## src/rtl/sem_pkg.sv

```systemverilog
// Shared state encodings and light codes for the traffic-light sequencer.
package sem_pkg;

  typedef enum logic [1:0] {
    ST_RED    = 2'd0,
    ST_YELLOW = 2'd1,
    ST_GREEN  = 2'd2,
    ST_GY     = 2'd3
  } sem_state_e;

  localparam logic [1:0] CODE_RED   = 2'b00;
  localparam logic [1:0] CODE_YEL   = 2'b01;
  localparam logic [1:0] CODE_GREEN = 2'b11;
  localparam logic [1:0] CODE_GY    = 2'b10;

  // Light-decoder code for a given state.
  function automatic logic [1:0] state_code(input sem_state_e s);
    logic [1:0] code;
    code = CODE_RED;
    unique case (s)
      ST_RED:    code = CODE_RED;
      ST_YELLOW: code = CODE_YEL;
      ST_GREEN:  code = CODE_GREEN;
      ST_GY:     code = CODE_GY;
    endcase
    return code;
  endfunction

endpackage

```

## src/rtl/semafor_seq_if.sv

```systemverilog
// Control/status bundle between the light sequencer and its surroundings.
interface semafor_seq_if;
  logic       force_red;
  logic       ped_req;
  logic       ped_ack;
  logic       contr1;
  logic       contr0;
  logic [1:0] phase;

  modport master (output force_red, ped_req, input ped_ack, contr1, contr0, phase);
  modport slave  (input force_red, ped_req, output ped_ack, contr1, contr0, phase);
endinterface

```

## src/rtl/sem_tick_gen.sv

```systemverilog
// Free-running prescaler; tick is high for the cycle in which the count sits at CLK_DIV-1.
module sem_tick_gen #(
  parameter int unsigned CLK_DIV = 50_000_000
) (
  input  logic clk,
  input  logic rst,
  output logic tick
);

  localparam int unsigned CNT_W = $clog2(CLK_DIV);
  localparam logic [CNT_W-1:0] LAST = CNT_W'(CLK_DIV - 1);

  logic [CNT_W-1:0] cnt_q, cnt_d;
  logic             tick_q;

  always_comb begin
    cnt_d = (cnt_q == LAST) ? '0 : cnt_q + CNT_W'(1);
  end

  // tick_q is registered from the next count so it aligns with cnt_q == LAST.
  always_ff @(posedge clk or posedge rst) begin
    if (rst) begin
      cnt_q  <= '0;
      tick_q <= 1'b0;
    end else begin
      cnt_q  <= cnt_d;
      tick_q <= (cnt_d == LAST);
    end
  end

  assign tick = tick_q;

endmodule

```

## src/rtl/semafor_seq.sv

```systemverilog
// Timed RED/YELLOW/GREEN/GREEN_YELLOW sequencer with forced red.
// Optional pedestrian request/acknowledge when PED_REQ_EN is defined.
module semafor_seq #(
  parameter int unsigned CLK_DIV     = 50_000_000,
  parameter int unsigned T_RED       = 10,
  parameter int unsigned T_YEL       = 2,
  parameter int unsigned T_GREEN     = 10,
  parameter int unsigned T_GREEN_MIN = 4,
  parameter int unsigned T_GY        = 2
) (
  input  logic         clk,
  input  logic         rst,
  semafor_seq_if.slave sif
);

  import sem_pkg::*;

  localparam int unsigned T_MAX_RY = (T_RED > T_YEL) ? T_RED : T_YEL;
  localparam int unsigned T_MAX_GG = (T_GREEN > T_GY) ? T_GREEN : T_GY;
  localparam int unsigned T_MAX    = (T_MAX_RY > T_MAX_GG) ? T_MAX_RY : T_MAX_GG;
  localparam int unsigned CNT_W    = $clog2(T_MAX + 1);

  sem_state_e       state_q, state_d;
  logic [CNT_W-1:0] phase_cnt_q, phase_cnt_d;
  logic [1:0]       code_q, phase_q;
  logic             tick;
  logic             ped_cut;

  sem_tick_gen #(.CLK_DIV(CLK_DIV)) u_tick (
    .clk  (clk),
    .rst  (rst),
    .tick (tick)
  );

  // Next-state and phase counter; everything moves only on tick.
  always_comb begin
    state_d     = state_q;
    phase_cnt_d = phase_cnt_q;
    if (tick) begin
      phase_cnt_d = phase_cnt_q + CNT_W'(1);
      unique case (state_q)
        ST_RED: begin
          if (phase_cnt_q == CNT_W'(T_RED - 1)) begin
            if (sif.force_red) begin
              phase_cnt_d = phase_cnt_q;
            end else begin
              state_d     = ST_YELLOW;
              phase_cnt_d = '0;
            end
          end
        end
        ST_YELLOW: begin
          if (phase_cnt_q == CNT_W'(T_YEL - 1)) begin
            state_d     = sif.force_red ? ST_RED : ST_GREEN;
            phase_cnt_d = '0;
          end
        end
        ST_GREEN: begin
          if ((phase_cnt_q == CNT_W'(T_GREEN - 1)) || sif.force_red || ped_cut) begin
            state_d     = ST_GY;
            phase_cnt_d = '0;
          end
        end
        ST_GY: begin
          if (phase_cnt_q == CNT_W'(T_GY - 1)) begin
            state_d     = ST_RED;
            phase_cnt_d = '0;
          end
        end
      endcase
    end
  end

  // Outputs are registered from the next state so the code tracks the state with no lag.
  always_ff @(posedge clk or posedge rst) begin
    if (rst) begin
      state_q     <= ST_RED;
      phase_cnt_q <= '0;
      code_q      <= CODE_RED;
      phase_q     <= 2'd0;
    end else begin
      state_q     <= state_d;
      phase_cnt_q <= phase_cnt_d;
      code_q      <= state_code(state_d);
      phase_q     <= 2'(state_d);
    end
  end

  assign sif.contr1 = code_q[1];
  assign sif.contr0 = code_q[0];
  assign sif.phase  = phase_q;

`ifdef PED_REQ_EN
  logic ped_q, ped_d, ped_ack_q, ped_ack_d, enter_red;

  assign ped_cut = ped_q && (phase_cnt_q >= CNT_W'(T_GREEN_MIN - 1));

  // A new request on the serving edge wins over the clear.
  always_comb begin
    enter_red = (state_d == ST_RED) && (state_q != ST_RED);
    ped_ack_d = enter_red && ped_q;
    ped_d     = sif.ped_req | (ped_q & ~enter_red);
  end

  always_ff @(posedge clk or posedge rst) begin
    if (rst) begin
      ped_q     <= 1'b0;
      ped_ack_q <= 1'b0;
    end else begin
      ped_q     <= ped_d;
      ped_ack_q <= ped_ack_d;
    end
  end

  assign sif.ped_ack = ped_ack_q;
`else
  logic unused_ped;

  assign ped_cut     = 1'b0;
  assign sif.ped_ack = 1'b0;
  assign unused_ped  = sif.ped_req & (T_GREEN_MIN != 0);
`endif

endmodule

```

## src/flat_wrapper.sv

```systemverilog
// flat-port wrapper written by rule: the top's interface ports become plain ports
module semafor_seq_flat import sem_pkg::*;
#(
  parameter int unsigned CLK_DIV     = 50_000_000,
  parameter int unsigned T_RED       = 10,
  parameter int unsigned T_YEL       = 2,
  parameter int unsigned T_GREEN     = 10,
  parameter int unsigned T_GREEN_MIN = 4,
  parameter int unsigned T_GY        = 2
)
  (clk, rst, sif_force_red, sif_ped_req, sif_ped_ack, sif_contr1, sif_contr0, sif_phase);
  semafor_seq_if sif_i ();
  input  logic clk;
  input  logic rst;
  input wire logic [$bits(sif_i.force_red)-1:0] sif_force_red;
  input wire logic [$bits(sif_i.ped_req)-1:0] sif_ped_req;
  output wire logic [$bits(sif_i.ped_ack)-1:0] sif_ped_ack;
  output wire logic [$bits(sif_i.contr1)-1:0] sif_contr1;
  output wire logic [$bits(sif_i.contr0)-1:0] sif_contr0;
  output wire logic [$bits(sif_i.phase)-1:0] sif_phase;
  assign sif_i.force_red = sif_force_red;
  assign sif_i.ped_req = sif_ped_req;
  assign sif_ped_ack = sif_i.ped_ack;
  assign sif_contr1 = sif_i.contr1;
  assign sif_contr0 = sif_i.contr0;
  assign sif_phase = sif_i.phase;
  semafor_seq #(.CLK_DIV(CLK_DIV), .T_RED(T_RED), .T_YEL(T_YEL), .T_GREEN(T_GREEN), .T_GREEN_MIN(T_GREEN_MIN), .T_GY(T_GY)) u_core (.clk(clk), .rst(rst), .sif(sif_i));
endmodule
```

## config.mk

```make
export PLATFORM = sky130hd
export DESIGN_NAME = semafor_seq_flat
export DESIGN_NICKNAME = d
export VERILOG_FILES = /design/src/rtl/sem_pkg.sv /design/src/rtl/semafor_seq_if.sv /design/src/rtl/sem_tick_gen.sv /design/src/rtl/semafor_seq.sv /design/src/flat_wrapper.sv
export SDC_FILE = /design/constraint.sdc
export NUM_CORES = 1
export LEC_CHECK = 0
export CORE_MARGIN = 5
export CORE_UTILIZATION = 55
export CTS_CLUSTER_SIZE = 40
export DETAILED_ROUTE_END_ITERATION = 16
export GPL_TIMING_DRIVEN = 0
export MAX_ROUTING_LAYER = met4
export PLACE_DENSITY = 0.8
export SLEW_MARGIN = 0
export SYNTH_ARGS = -nofsm -noshare
export SYNTH_HDL_FRONTEND = slang
export SYNTH_HIERARCHICAL = 1
export SYNTH_SLANG_ARGS = --single-unit
```

## constraint.sdc

```tcl
create_clock -name clk -period 3 [get_ports clk]
set_clock_uncertainty 0.1 [all_clocks]
set_input_delay 0.9 -clock clk [delete_from_list [all_inputs] [get_ports clk]]
set_output_delay 0.9 -clock clk [all_outputs]
set_load 0.02 [all_outputs]
```

==> out/qor.txt, run 1 <==
Synth cell types: 53
Critical R2R Launch: u_core/u_tick/cnt_q[0]$_DFF_PP0_
CTS max path bufs: 2
Finish-stage setup viols: 0
Vias: 1499
TritonCTS clock tree: built
Total wire length: 3870 um
Crit path capture type: register
Synthesized net count: 213
DP Worst Slack: -10.0 ps
# diodes: 0
Final Hold Fails: 0
# port buffers: 6
Min setup slack post-route: 140 ps
Synth top area cells: dfrtp_1 43%, xor2_1 6.5%, nor2_1 4.8%
Cell Area, Synth: 2020 um^2
Starting density of the core: 0.559
VDD IR max: 322 uV
Syn Area/Cell: 9.93 um^2
CP max FO: 8
GRT Resource Usage Total: 0.176
Initial DRC count: 50
Sink Count: 35
Async set or reset register ratio after synthesis: 1.00
Largest net degree at the start of global routing: 28
Critical Path Start Type: register
Min-delay worst type: register to register
Ys flop type: dfrtp_1
Max Slew Vio Count: 0
Fraction of layout cells with a size suffix above 1: 0.111
Leakage: 0.988 nW
Placed Instances: 257
Fin cells: 264
R2R depth: 8
Max_cap viols: 0
Die area: 4980 um^2
R2r setup slk: 140 ps
Mapped Cells: 203
Post-synthesis register bit count: 35
Std cell rows: 22
GPL Wtd Cong: 0.903
Drt via density: 5.68
Placement Cell Area: 2140 um^2
DRC viols: 0
Crit Path Class: register to register
Most numerous cell in the Yosys netlist: dfrtp_1
Max H-tree Level: 2
Final Hold Slack: 440 ps
Leading area contributor after synthesis: dfrtp_1
EDFF count, synth: 0
Dpl hpwl: 2750 um
Number of global-route vias before repair: 1488
Worst-margin pin slew: 1010 ps
Ratio of total power to cell area: 376 nW/um^2
Post-CTS Setup Inserts: 0
Synth top cells by count: 35 x dfrtp_1, 26 x nor2_1, 15 x xor2_1, 13 x nand2_1, 13 x nand3_1
Fillers: 305
Inserted Clock Buffers: 5
Initial antenna violation count: 0
Root buf cell: clkbuf_8
Core ar.: 3610 um^2
Drt pass-1 iters: 4
Clk_lat worst skew: 290 ps
Number of nets still failing antenna checks after routing: 0
Average wire per standard cell: 14.7 um
Die Y: 70.5 um
Min cycle time layout: 2860 ps
Status: finished clean
Critical path capture point: u_core/u_tick/tick$_DFF_PP0_
Req. time, crit path: 3120 ps
Clock transition at path regs: 70 ps
Area growth syn-to-layout: 11.2%
Final worst-path cycle share: 0.953
# IOs: 9
Part of the Yosys area used for sequential elements: 0.435
Crit path launch: u_core/u_tick/cnt_q[0]$_DFF_PP0_
Final setup TNS: 0 ps
Grt ovf: 0
Yosys top cell area share: 0.435
Critical path arrival: 2980 ps
First-pass GRT wire length: 6750 um
Final Instance Area: 2240 um^2
Relative slew slack: 0.324
Reg2reg end: u_core/u_tick/tick$_DFF_PP0_
Die width: 70.5 um
Nets: 226
Fmax: 0.350 GHz
Synth Warn #: 6
RSZ-0062 raised after global routing: no
worst min-delay path by stage:
| stage | start | endpoint | slack [ps] | cells past startpoint |
|---|---|---|---|---|
| final | u_core/u_tick/cnt_q[16]$_DFF_PP0_ | u_core/u_tick/cnt_q[16]$_DFF_PP0_ | 440 | 1 |
| after global routing | u_core/u_tick/cnt_q[16]$_DFF_PP0_ | u_core/u_tick/cnt_q[16]$_DFF_PP0_ | 460 | 1 |
| after CTS | u_core/u_tick/cnt_q[16]$_DFF_PP0_ | u_core/u_tick/cnt_q[16]$_DFF_PP0_ | 430 | 1 |
| after detailed placement | u_core/u_tick/cnt_q[0]$_DFF_PP0_ | u_core/u_tick/cnt_q[0]$_DFF_PP0_ | 420 | 1 |
| after global placement | u_core/u_tick/cnt_q[16]$_DFF_PP0_ | u_core/u_tick/cnt_q[16]$_DFF_PP0_ | 410 | 1 |
| after floorplan | u_core/u_tick/cnt_q[16]$_DFF_PP0_ | u_core/u_tick/cnt_q[16]$_DFF_PP0_ | 370 | 1 |
cell type report:
type / instances / area (um^2) / share of cell area
Sequential cell: 35 / 876 / 0.391
Clock inverter: 1 / 5.00 / 0.00223
Multi-Input combinational cell: 154 / 1090 / 0.487
Tap cell: 48 / 60.1 / 0.0268
Clock buffer: 6 / 82.6 / 0.0368
Timing Repair Buffer: 6 / 60.1 / 0.0268
Inverter: 8 / 30.0 / 0.0134
Buffer: 6 / 36.3 / 0.0162
report_power, final:
part / total (mW) / internal (mW) / switching (mW)
clock: 0.336 / 0.180 / 0.157
sequential: 0.475 / 0.474 / 0.00122
combinational: 0.0313 / 0.0119 / 0.0194
state kept, by name, indices dropped and copies added (netlist names):
register             count
u_core/code_q            2
u_core/sif.phase         2
u_core/phase_cnt_q       4
u_core/u_tick/cnt_q     26
u_core/u_tick/tick       1
cells by family (layout without fill, tap and decap cells):
family	Yosys count	in the layout	share of synthesized area
and+or+nand+nor	95	95	0.273
DFF	35	35	0.435
xor gates and xnor gates	24	24	0.104
AOI/OAI and AO/OA	22	22	0.0832
buffers and inverters	14	27	0.0329
adders and majority gates	6	6	0.0372
muxes	6	6	0.0329
other	1	1	0.00186
through the flow:
stage / utilization / total power [mW]
after floorplan: - / 0.504
final: 0.622 / 0.843
after detailed placement: 0.592 / 0.516
after global routing: 0.622 / 0.882
after global placement: 0.592 / 0.515
after CTS: 0.617 / 0.859
routing by layer:
metal | wire, um | vias up | share of wire | GRT usage
met1 | 1750 | 722 | 0.45 | 0.223
li1 | - | 738 | - | -
met4 | 63 | 0 | 0.016 | 0.0731
met5 | 0 | - | 0 | -
met3 | 161 | 7 | 0.042 | 0.0455
met2 | 1900 | 32 | 0.49 | 0.269
what timing repair did:
| action | 4_1_cts | 5_1_grt |
|---|---|---|
| hold buffers | 0 | 0 |
| endpoints found under the setup margin | 1 | 1 |
| gates resized for setup | 1 | 2 |
worst max-delay path, cell delays in order (launching register included):
cell and delay, ps:
dfrtp_1 460, ha_4 210, nand4_4 160, or3_1 400
buf_2 160, o31a_1 250, or4_1 540, nor4b_2 270
and4_1 240
layout by cell type (no fill, tap or decap), types with 4 or more instances in the layout:
cell type	count
dfrtp_1	35
nor2_1	26
xor2_1	15
nand2_1	13
nand3_1	13
xnor2_1	9
inv_1	8
clkbuf_8	6
clkdlybuf4s50_1	6
ha_1	5
nor4_1	5
nand4_1	5
mux2i_1	4
or3_1	4
nor3_1	4
Note: power is estimated with default switching activity, not from simulation.
==> run 2: changes to the inputs <==
Settings changed: CAP_MARGIN set to 20, SLEW_MARGIN 0 to 20.
==> run 2 against run 1 <==
  * First-iteration DRC count did not move
  * Maximum frequency did not move
  * Final cell count did not move
  * Count of clock-buffer cells in the layout did not move
  * Wire length barely moved
  * Largest cell class unchanged
  * Cell area did not move
  * Via count did not move
  * Sequential share of layout area did not move
==> out/qor.txt, run 2 (synthesis results as in run 1) <==
Die area: 4980 um^2
Clock transition at path regs: 70 ps
Reg area: 876 um^2
Min-delay worst type: register to register
Most frequent cells in the layout: 35 x dfrtp_1, 26 x nor2_1, 15 x xor2_1
First-pass GRT wire length: 6750 um
Dpl hpwl: 2750 um
Core ar.: 3610 um^2
Number of global-route vias before repair: 1488
Req. time, crit path: 3120 ps
DRC viols: 0
# IOs: 9
Critical R2R Launch: u_core/u_tick/cnt_q[0]$_DFF_PP0_
Worst path max stage delay: 540 ps
Final Hold Fails: 0
Area of the multi-input gates: 1090 um^2
Fmax: 0.350 GHz
Clock share of power: 0.399
CTS Hold Buffers Added: 0
Fraction of layout cells with a size suffix above 1: 0.116
Nets: 226
Finish-stage setup viols: 0
Starting density of the core: 0.559
Placement Cell Area: 2140 um^2
Post-CTS Setup Inserts: 0
Net Sw Frac: 0.210
Grt ovf: 0
Initial DRC count: 50
Ratio of total power to cell area: 376 nW/um^2
Total wire length: 3880 um
Max Slew Vio Count: 0
Average wire per standard cell: 14.7 um
Die Y: 70.5 um
Fillers: 305
Sink Count: 35
Pint: 0.666 mW
CTS max path bufs: 2
Inserted Clock Buffers: 5
Number of nets still failing antenna checks after routing: 0
Crit Path Class: register to register
Vias: 1499
Fin cells: 264
GPL Wtd Cong: 0.903
Drt via density: 5.68
R2R depth: 8
Crit path launch: u_core/u_tick/cnt_q[0]$_DFF_PP0_
Reg2reg end: u_core/u_tick/tick$_DFF_PP0_
Placed Instances: 257
Largest net degree at the start of global routing: 28
Cell count along the critical path: 8
Max_cap viols: 0
Area growth syn-to-layout: 11.2%
Std cell rows: 22
Crit path cell chain: ha_4 -> nand4_4 -> or3_1 -> buf_2 -> o31a_1 -> or4_1 -> nor4b_2 -> and4_1
Leakage: 0.987 nW
# port buffers: 6
# diodes: 0
Critical Path Start Type: register
Relative slew slack: 0.343
Critical path's top delay family: simple AND/OR/NAND/NOR gates
Max stage delay cell, worst path: or4_1
Clk_lat worst skew: 290 ps
Die width: 70.5 um
Root buf cell: clkbuf_8
Number of flip-flops in the largest register: 26
R2r setup slk: 140 ps
Min cycle time layout: 2860 ps
Worst-margin pin slew: 978 ps
Final Instance Area: 2240 um^2
Max H-tree Level: 2
RSZ-0062 raised after global routing: no
Largest regs: u_core/u_tick/cnt_q (26), u_core/phase_cnt_q (4)
Critical path arrival: 2980 ps
Comb power frac: 0.037
Drt pass-1 iters: 4
WP buf/inv: 1
Seq pwr share: 0.564
Status: finished clean
Most common cell after layout, fill and taps aside: dfrtp_1
Post-CTS resize count: 1
VDD IR max: 322 uV
Net switching power: 0.177 mW
Final worst-path cycle share: 0.953
GRT Resource Usage Total: 0.176
Critical path capture point: u_core/u_tick/tick$_DFF_PP0_
Biggest register: u_core/u_tick/cnt_q
Crit path capture type: register
CP max FO: 8
TritonCTS clock tree: built
Initial antenna violation count: 0
## run 2: worst min-delay path by stage
stage	endpoint	cells past startpoint	from	slack (ps)
floorplan	u_core/u_tick/cnt_q[16]$_DFF_PP0_	1	u_core/u_tick/cnt_q[16]$_DFF_PP0_	370
global placement	u_core/u_tick/cnt_q[16]$_DFF_PP0_	1	u_core/u_tick/cnt_q[16]$_DFF_PP0_	410
detailed placement	u_core/u_tick/cnt_q[0]$_DFF_PP0_	1	u_core/u_tick/cnt_q[0]$_DFF_PP0_	420
CTS	u_core/u_tick/cnt_q[16]$_DFF_PP0_	1	u_core/u_tick/cnt_q[16]$_DFF_PP0_	430
global route	u_core/u_tick/cnt_q[16]$_DFF_PP0_	1	u_core/u_tick/cnt_q[16]$_DFF_PP0_	460
finish	u_core/u_tick/cnt_q[16]$_DFF_PP0_	1	u_core/u_tick/cnt_q[16]$_DFF_PP0_	440
## run 2: through the flow
stage	total power [mW]	worst slack [ps]	hold slack, ps	setup TNS (ps)	utilization
2_1_floorplan	0.504	355	374	0	-
3_5_place_dp	0.516	-10.0	420	-10.0	0.592
4_1_cts	0.859	20.6	434	0	0.617
6_report	0.843	140	440	0	0.622
5_1_grt	0.882	40.6	462	0	0.622
3_3_place_gp	0.515	-31.0	414	-31.0	0.592
## run 2: final cells by class
cell class	count	share of cell area
well taps	48	0.0268
clock inverters	1	0.00223
inverters	8	0.0134
clock buffers	6	0.0368
flip-flops and latches	35	0.391
plain buffers	6	0.0162
multi-input cells	154	0.487
repair buffers	6	0.0268
## run 2: layer usage
metal / wire length [um] / track usage
met4: 63 / 0.0731
met1: 1750 / 0.223
met2: 1900 / 0.269
met5: 0 / -
met3: 161 / 0.0455
## run 2: worst register-to-register path, delay by kind of cell (launching register included)
kind / cells / cell delay, ps
AO/OA/AOI/OAI: 1 / 250
adder cells (fa/ha/maj): 1 / 210
buffers and inverters: 1 / 160
flip-flops: 1 / 460
AND/OR/NAND/NOR: 5 / 1620
## run 2: power groups by stage
stage	Clock (mW)	Sequential (mW)	Combinational [mW]
after floorplan	0	0.487	0.0178
after global placement	0	0.484	0.0313
after detailed placement	0	0.484	0.0321
after CTS	0.352	0.475	0.0321
after global routing	0.371	0.475	0.0358
final	0.336	0.475	0.0315
